**src/rtl/mux4_rr_arbiter.sv**
```systemverilog
// mux4_rr_arbiter
// Round-robin arbiter that shares one 4:1 single-bit mux between four
// requesters. Requester i owns mux data input i (0=a, 1=b, 2=c, 3=d).
// The grant, mux selects and current index are all registered, so the
// selects and the grant always change together at a rising clock edge.
// A requester can hold the mux for at most MAX_HOLD consecutive cycles while
// another requester is waiting. After that the grant rotates.
//
// Ports:
//   clk  - system clock, rising edge
//   rst  - asynchronous active-high reset
//   req  - level requests, bit i = requester i wants the mux
//   gnt  - registered one-hot grant, all-zero when idle
//   s0   - mux select MSB (granted index bit 1)
//   s1   - mux select LSB (granted index bit 0)
//   busy - high while any grant is asserted (== |gnt)
//   cur  - index of the current or last granted requester (== {s0,s1})
//
// Handshake: req is a level. A requester owns the mux for every cycle its
// gnt bit is high and releases it by dropping req. It must be prepared to
// lose gnt after MAX_HOLD cycles whenever another requester is pending.

module mux4_rr_arbiter #(
    parameter int MAX_HOLD = 4,
    parameter int CNT_W    = 4
) (
    input  logic       clk,
    input  logic       rst,
    input  logic [3:0] req,
    output logic [3:0] gnt,
    output logic       s0,
    output logic       s1,
    output logic       busy,
    output logic [1:0] cur
);

    typedef enum logic {
        IDLE  = 1'b0,
        GRANT = 1'b1
    } state_t;

    state_t           state;
    logic [1:0]       last;      // most recently granted index; the search starts after it
    logic [CNT_W-1:0] hold_cnt;  // cycles already held, minus one

    localparam logic [CNT_W-1:0] HOLD_LAST = CNT_W'(MAX_HOLD - 1);

    // Rotating search: (last+1) .. (last+4) mod 4, first set bit wins.
    // While in GRANT, last is the owner k. The owner is therefore visited
    // last, so any other pending requester is always preferred over k.
    logic [1:0] win;
    logic [1:0] idx;
    logic       found;

    always_comb begin
        win   = last;
        idx   = last;
        found = 1'b0;
        for (int i = 1; i <= 4; i++) begin
            idx = last + 2'(i);
            if (!found && req[idx]) begin
                win   = idx;
                found = 1'b1;
            end
        end
    end

    // Requests from anyone other than the current owner.
    logic [3:0] others;
    assign others = req & ~gnt;

    always_ff @(posedge clk or posedge rst) begin
        if (rst) begin
            state    <= IDLE;
            gnt      <= 4'b0000;
            s0       <= 1'b0;
            s1       <= 1'b0;
            cur      <= 2'd0;
            busy     <= 1'b0;
            last     <= 2'd3;
            hold_cnt <= '0;
        end else begin
            case (state)
                IDLE: begin
                    // selects and cur keep the last index so the mux stays stable
                    if (found) begin
                        state    <= GRANT;
                        gnt      <= 4'b0001 << win;
                        {s0, s1} <= win;
                        cur      <= win;
                        busy     <= 1'b1;
                        last     <= win;
                        hold_cnt <= '0;
                    end
                end
                GRANT: begin
                    if (!req[last] || hold_cnt == HOLD_LAST) begin
                        if (others != 4'b0000) begin
                            // hand over in the same edge, no idle bubble
                            gnt      <= 4'b0001 << win;
                            {s0, s1} <= win;
                            cur      <= win;
                            last     <= win;
                            hold_cnt <= '0;
                        end else if (!req[last]) begin
                            state    <= IDLE;
                            gnt      <= 4'b0000;
                            busy     <= 1'b0;
                        end else begin
                            // alone at the limit: counter wraps, grant continues
                            hold_cnt <= '0;
                        end
                    end else begin
                        hold_cnt <= hold_cnt + 1'b1;
                    end
                end
                default: begin
                    state <= IDLE;
                    gnt   <= 4'b0000;
                    busy  <= 1'b0;
                end
            endcase
        end
    end

endmodule

```
**config.mk**
```make
export PLATFORM = sky130hd
export DESIGN_NAME = mux4_rr_arbiter
export DESIGN_NICKNAME = d
export VERILOG_FILES = /design/src/rtl/mux4_rr_arbiter.sv
export SDC_FILE = /design/constraint.sdc
export NUM_CORES = 1
export LEC_CHECK = 0
export ABC_AREA = 1
export CELL_PAD_IN_SITES_DETAIL_PLACEMENT = 0
export CELL_PAD_IN_SITES_GLOBAL_PLACEMENT = 1
export CORE_UTILIZATION = 38
export CTS_CLUSTER_SIZE = 16
export DETAILED_ROUTE_END_ITERATION = 12
export PLACE_DENSITY_LB_ADDON = 0.1
export SETUP_SLACK_MARGIN = 0.05
export SYNTH_ARGS = -nofsm -noshare
export SYNTH_HDL_FRONTEND = slang
export SYNTH_SLANG_ARGS = --single-unit
```
**constraint.sdc**
```tcl
create_clock -name clk -period 1.94 [get_ports clk]
set_input_delay 0.485 -clock clk [delete_from_list [all_inputs] [get_ports clk]]
set_output_delay 0.485 -clock clk [all_outputs]
set_load 0.005 [all_outputs]
```
==> results of run 1 <==
## metrics by stage
step	power (mW)	cells	util (%)
floorplan	1.746	131	-
detailed placement	2.262	182	52.19
finish	2.537	188	55.32
global placement	2.236	182	52.19
CTS	2.450	186	53.32
global route	2.796	188	55.32
## cell type report
type | instances | area share (%)
repair buffers | 28 | 20.10
flip-flops and latches | 14 | 27.51
clock buffers | 4 | 2.049
inverters | 13 | 4.390
well taps | 28 | 2.732
multi-input cells | 101 | 43.22
## cell usage in the layout, fill, tap and decap left out, drive strengths merged
cell / n
nand2: 62
nand3: 17
nand3b: 1
dfrtp: 12
inv: 13
o211ai: 1
or2: 1
a31oi: 1
o21ai: 2
nor2: 6
o22ai: 2
clkbuf: 4
ha: 1
clkdlybuf4s50: 14
nand4: 1
buf: 14
xor2: 2
dfstp: 2
a21oi: 4
## sequential cells by signal (all words and copies together), names as in the netlist
register  count
state         1
gnt           4
s0            1
cur           1
busy          1
last          2
hold_cnt      4
## critical path, cell delays in order, from the launching register on
cell and delay [ps]:
dfstp_2 600, buf_12 130, inv_8 40, nand2_2 50, nand2_2 80, nand2_4 100, nand2_4 80, nor2_8 120
nand4_4 110, o211ai_1 140, buf_4 160, nand2_1 50, nand2_1 60
## power breakdown
group / total (mW) / leakage, nW / internal, mW / switching, mW
clock: 0.173 / 0.0150 / 0.0798 / 0.0935
combinational: 1.78 / 0.482 / 0.763 / 1.02
sequential: 0.581 / 0.170 / 0.447 / 0.134
total: 2.54 / 0.667 / 1.29 / 1.25
## worst paths after layout
path,startpoint,end,slack [ps]
min reg2reg,cur[0]$_DFFE_PP0P_,cur[0]$_DFFE_PP0P_,510
min in group asynchronous,rst,hold_cnt[0]$_DFFE_PP0P_,520
min,cur[0]$_DFFE_PP0P_,cur[0]$_DFFE_PP0P_,510
max in group asynchronous,rst,last[1]$_DFFE_PP1P_,1040
max,last[0]$_DFFE_PP1P_,gnt[1]$_DFFE_PP0P_,170
max reg2reg,last[0]$_DFFE_PP1P_,gnt[1]$_DFFE_PP0P_,170
## logic make-up (layout without fill, tap and decap cells)
family | count (synthesis) | in the layout | share of synthesized area, %
fa+ha+maj | 1 | 1 | 1.288
simple gates | 88 | 88 | 45.88
compound gates | 10 | 10 | 6.186
flops | 14 | 14 | 36.34
xor+xnor | 2 | 2 | 1.804
buf+inv | 16 | 45 | 8.504
## per-layer routing
metal | up-vias | GRT usage (%)
li1 | 479 | -
met1 | 424 | 26.80
met2 | 16 | 27.85
met3 | 3 | 3.478
met4 | 0 | 6.140
met5 | - | 0
## repair_timing
item / in CTS / in global routing
setup buffers: 0 / 2
gates resized for setup: 0 / 7
endpoints found under the hold margin: 0 / 0
endpoints found under the setup margin: 0 / 6
==> metrics.yaml, run 1 <==
status: "finished, final reports clean"
place_ws_ps: -137.9
routed-wl-met3_um: 54
gr-total-overflow: 0
m1WireLength_um: 1139
avgSynthCellArea_um2: 7.412
start_util_pct: 41.88
path_clk_slew_ps: 70
max-cap-violations: 0
rows: 17
yosysMostFrequentCell: "nand2_1"
leakage_nw: 0.6667
synth-seq-cells: 14
coreArea_um2: 2318
dr.max_layer_used: "met4"
areaGrowthSynthToFinish_pct: 32.09
cp_max_fo: 8
drive_gt1_share_pct: 28.13
cts_tree: "built"
dp_hpwl_um: 1674
setup.worst_path.class: "reg -> reg"
reg2regPathDepth: 12
finalCritPeriodShare_pct: 91.43
ys_top_cells_by_area: "dfrtp_1, nand2_1, nand3_1, nand2_2, dfstp_2"
gp_congestion: 0.8209
htree_num_levels: 1
synth_ff_type: "dfrtp_1"
required_ps: 2150
worstMarginPinSlew_ps: 518.2
port_buffers: 14
clock_latency_ps: 280
via_per_inst: 4.904
dieArea_um2: 2761
syn_inst: 131
power_density_nw_per_um2: 1978
multi_input_area_um2: 554.3
clock_sinks: 14
first_pass_iters: 4
grt_max_degree: 15
hold_depth: 2
drc: 0
netlist_top_cells_count: "nand2_1, nand3_1, dfrtp_1"
seq_area_frac_synth_pct: 36.34
ios: 15
antenna_found_initial: 0
synth_top_area_cell: "dfrtp_1"
cts_buffer_depth: 2
ctsHoldBuffers: 0
die_h_um: 52.55
dpl_cell_area_um2: 1210
synth.distinct_cells: 27
dr_wl_met2_um: 959
drt_iter0_drc: 14
startpoint_type: "flip-flop"
wl_per_cell_um: 11.53
synthArstFlopShare_pct: 100.0
holdWs_ps: 505.3
grt_pass1_wl_um: 3739
rsz0062_at_grt: "false"
synth_top_cell_area_share_pct: 30.93
die_width_um: 52.55
nets: 168
ys_warn_count: 0
cts-root-buf: "clkbuf_4"
wl_um: 2168
max_freq_mhz: 563.8
min_period_ps: 1774
arrival_ps: 1990
setup_tns_ps: 0
peakVddDrop_uv: 1094
fillCellCount: 232
finalHoldViolCount: 0
hp-class: "reg -> reg"
cts_buffers: 3
slew_headroom_pct: 65.42
postRouteAntennaNets: 0
synth_edf_count: 0
endpoint_kind: "flip-flop"
maxSlewViolCount: 0
fin_area_um2: 1282
setup_ws_ps: 166.3
syn-num-nets: 138
vias: 922
diodes: 0
grt_pass1_vias: 880
seq_area_um2: 352.8
grt_usage_pct: 18.66
fin_skew_ps: 14.24
synthesis.area_um2: 970.9
finalSetupViolCount: 0
Note: power is estimated with default switching activity, not from simulation.
==> run 2: changes to the inputs <==
Settings changed: SKIP_CTS_REPAIR_TIMING set to 1.
==> results of run 2 <==
Same layout as run 1: the final DEF is identical, and so are final timing and power.
==> run 3: changes to the inputs <==
Settings changed: SLEW_MARGIN set to 10.
Clock period 1.94 ns to 1.9 ns, I/O delays scaled along.
==> run 3 against run 2 <==
  * Worst setup slack got worse by 26 ps
  * Clock power rose by 3%
  * Power rose by 5.5%
  * Hold slack got worse by 1.4 ps
  * Largest cell class unchanged
==> metrics.yaml, run 3 (synthesis gave the netlist of run 1 again) <==
status: "finished, final reports clean"
max-cap-violations: 0  # unchanged
rows: 17  # unchanged
diodes: 0  # unchanged
reg2regPathDepth: 11  # -1
total_power_mw: 2.676  # +5.5%
gp_congestion: 0.8206  # about the same
grt_max_degree: 15  # unchanged
cp_cell_sequence: "clkdlybuf4s50_1, inv_2, nand2_1, nand3_1, buf_4, or2_0, nand3_2, nand2_4, inv_1, nand2_1, nand2_1"
ios: 15  # unchanged
slew_headroom_pct: 64.93  # -0.48 points
max_freq_mhz: 568.4
maxSlewViolCount: 0  # unchanged
areaGrowthSynthToFinish_pct: 35.31
peakVddDrop_uv: 1098  # +0.39%
switching_share_pct: 49.63  # +0.49 points
drc: 0  # unchanged
p_int_mw: 1.348  # +4.5%
setup.worst_path.class: "in -> reg"
endpoint_kind: "flip-flop"
fin_skew_ps: 17.30  # +3.055 ps
reg_top3: "gnt: 4 flops, hold_cnt: 4 flops, last: 2 flops"
dieArea_um2: 2761  # unchanged
r2r-end: "gnt[1]$_DFFE_PP0P_"
clock_latency_ps: 290  # about the same
critical-path-max-stage-delay_ps: 550  # -50 ps
path_clk_slew_ps: 70  # about the same
cts-root-buf: "clkbuf_4"
dp.cells: 182  # unchanged
finalCritPeriodShare_pct: 92.60
die_width_um: 52.55  # unchanged
finalSetupViolCount: 0  # unchanged
crit_start: "req[3]"
comb_power_share_pct: 70.6  # +0.3 points
via_per_inst: 4.931  # +0.54%
cp_top_family: "buffers and inverters"
endpoint: "gnt[2]$_DFFE_PP0P_"
min_period_ps: 1759
arrival_ps: 1980  # about the same
required_ps: 2120  # -30 ps
vias: 927  # +0.54%
wl_um: 2137  # -1.4%
finalHoldViolCount: 0  # unchanged
rsz0062_at_grt: "true"
final_common_cell: "nand2_1"
power_frac_seq_pct: 22.7  # -0.2 points
stdcell_count: 188  # unchanged
gr-total-overflow: 0  # unchanged
final_util_pct: 56.66  # +1.3 points
reg2reg_setup_slack_ps: 150  # -20 ps
worstReg2RegStart: "last[0]$_DFFE_PP1P_"
grt_pass1_wl_um: 3629  # -2.9%
drive_gt1_share_pct: 32.50  # +4.4 points
grt_usage_pct: 18.43  # -0.23 points
nets: 168  # unchanged
power_density_nw_per_um2: 2037  # +3.0%
cp_slowest_cell: "clkdlybuf4s50_1"
clock_sinks: 14  # unchanged
cts_buffers: 3  # unchanged
leakage_nw: 0.6770  # +1.5%
dp_hpwl_um: 1645  # -1.7%
p_sw_mw: 1.328  # +6.5%
htree_num_levels: 1  # unchanged
worstMarginPinSlew_ps: 525.5  # +7.258 ps
hp-class: "reg -> reg"
wl_per_cell_um: 11.37  # -1.4%
antenna_found_initial: 0  # unchanged
start_util_pct: 41.88  # unchanged
postRouteAntennaNets: 0  # unchanged
cts_tree: "built"
crit_buf_inv: 4  # +1
drt_iter0_drc: 23  # +9
mostFrequentLayoutCells: "nand2_1, nand3_1, nand2_2, clkdlybuf4s50_1, buf_4"
cp_num_cells: 11  # -1
coreArea_um2: 2318  # unchanged
cts_buffer_depth: 2  # unchanged
first_pass_iters: 4  # unchanged
cp_max_fo: 5  # -3
die_h_um: 52.55  # unchanged
cpMostUsedCell: "nand2_1"
clock_power_share_pct: 6.7  # about the same
port_buffers: 14  # unchanged
startpoint_type: "input port"
grt_pass1_vias: 846  # -3.9%
[run 3: area by class of cell]
type	count	area [um^2]
Clock buffer	4	26.28
Multi-Input combinational cell	101	594.3
Sequential cell	14	352.8
Timing Repair Buffer	28	249.0
Inverter	13	56.30
Fill cell	237	1005
Tap cell	28	35.03
[run 3: per-layer routing]
| metal | track usage (%) | routed length, um | up-vias |
|---|---|---|---|
| met2 | 27.64 | 935 | 19 |
| li1 | - | - | 481 |
| met5 | 0 | 0 | - |
| met1 | 25.95 | 1112 | 424 |
| met4 | 7.018 | 29 | 0 |
| met3 | 3.478 | 59 | 3 |
[run 3: how the worst min path moves through the flow]
| stage | start | to | slack, ps | cells after the start |
|---|---|---|---|---|
| floorplan | rst | busy$_DFFE_PP0P_ | 360 | 1 |
| global placement | cur[0]$_DFFE_PP0P_ | cur[0]$_DFFE_PP0P_ | 490 | 2 |
| detailed placement | cur[0]$_DFFE_PP0P_ | cur[0]$_DFFE_PP0P_ | 500 | 2 |
| CTS | rst | hold_cnt[0]$_DFFE_PP0P_ | 520 | 2 |
| global route | cur[0]$_DFFE_PP0P_ | cur[0]$_DFFE_PP0P_ | 530 | 2 |
| finish | cur[0]$_DFFE_PP0P_ | cur[0]$_DFFE_PP0P_ | 500 | 2 |
[run 3: power groups by stage]
stage	logic (mW)	clock network, mW	registers, mW
floorplan	1.22	0	0.562
global placement	1.67	0	0.612
detailed placement	1.69	0	0.617
CTS	1.71	0.184	0.611
global route	2.10	0.203	0.630
finish	1.89	0.179	0.608
[run 3: per-stage QoR]
stage                     cell area [um^2]  worst slack [ps]  TNS (ps)  hold WS, ps
after global routing                  1314             25.42         0        534.5
final                                 1314             140.6         0        504.0
after floorplan                      970.9             328.0         0        362.8
after global placement                1210            -146.3     -1126        488.7
after CTS                             1236             90.71         0        517.6
after detailed placement              1210            -167.4     -1291        500.7
[run 3: worst register-to-register path: cells and delay by family, from the launching register on]
kind | cells | cell delay, ps
compound gates | 1 | 140
simple gates | 8 | 660
flops | 1 | 660
buf+inv | 2 | 240
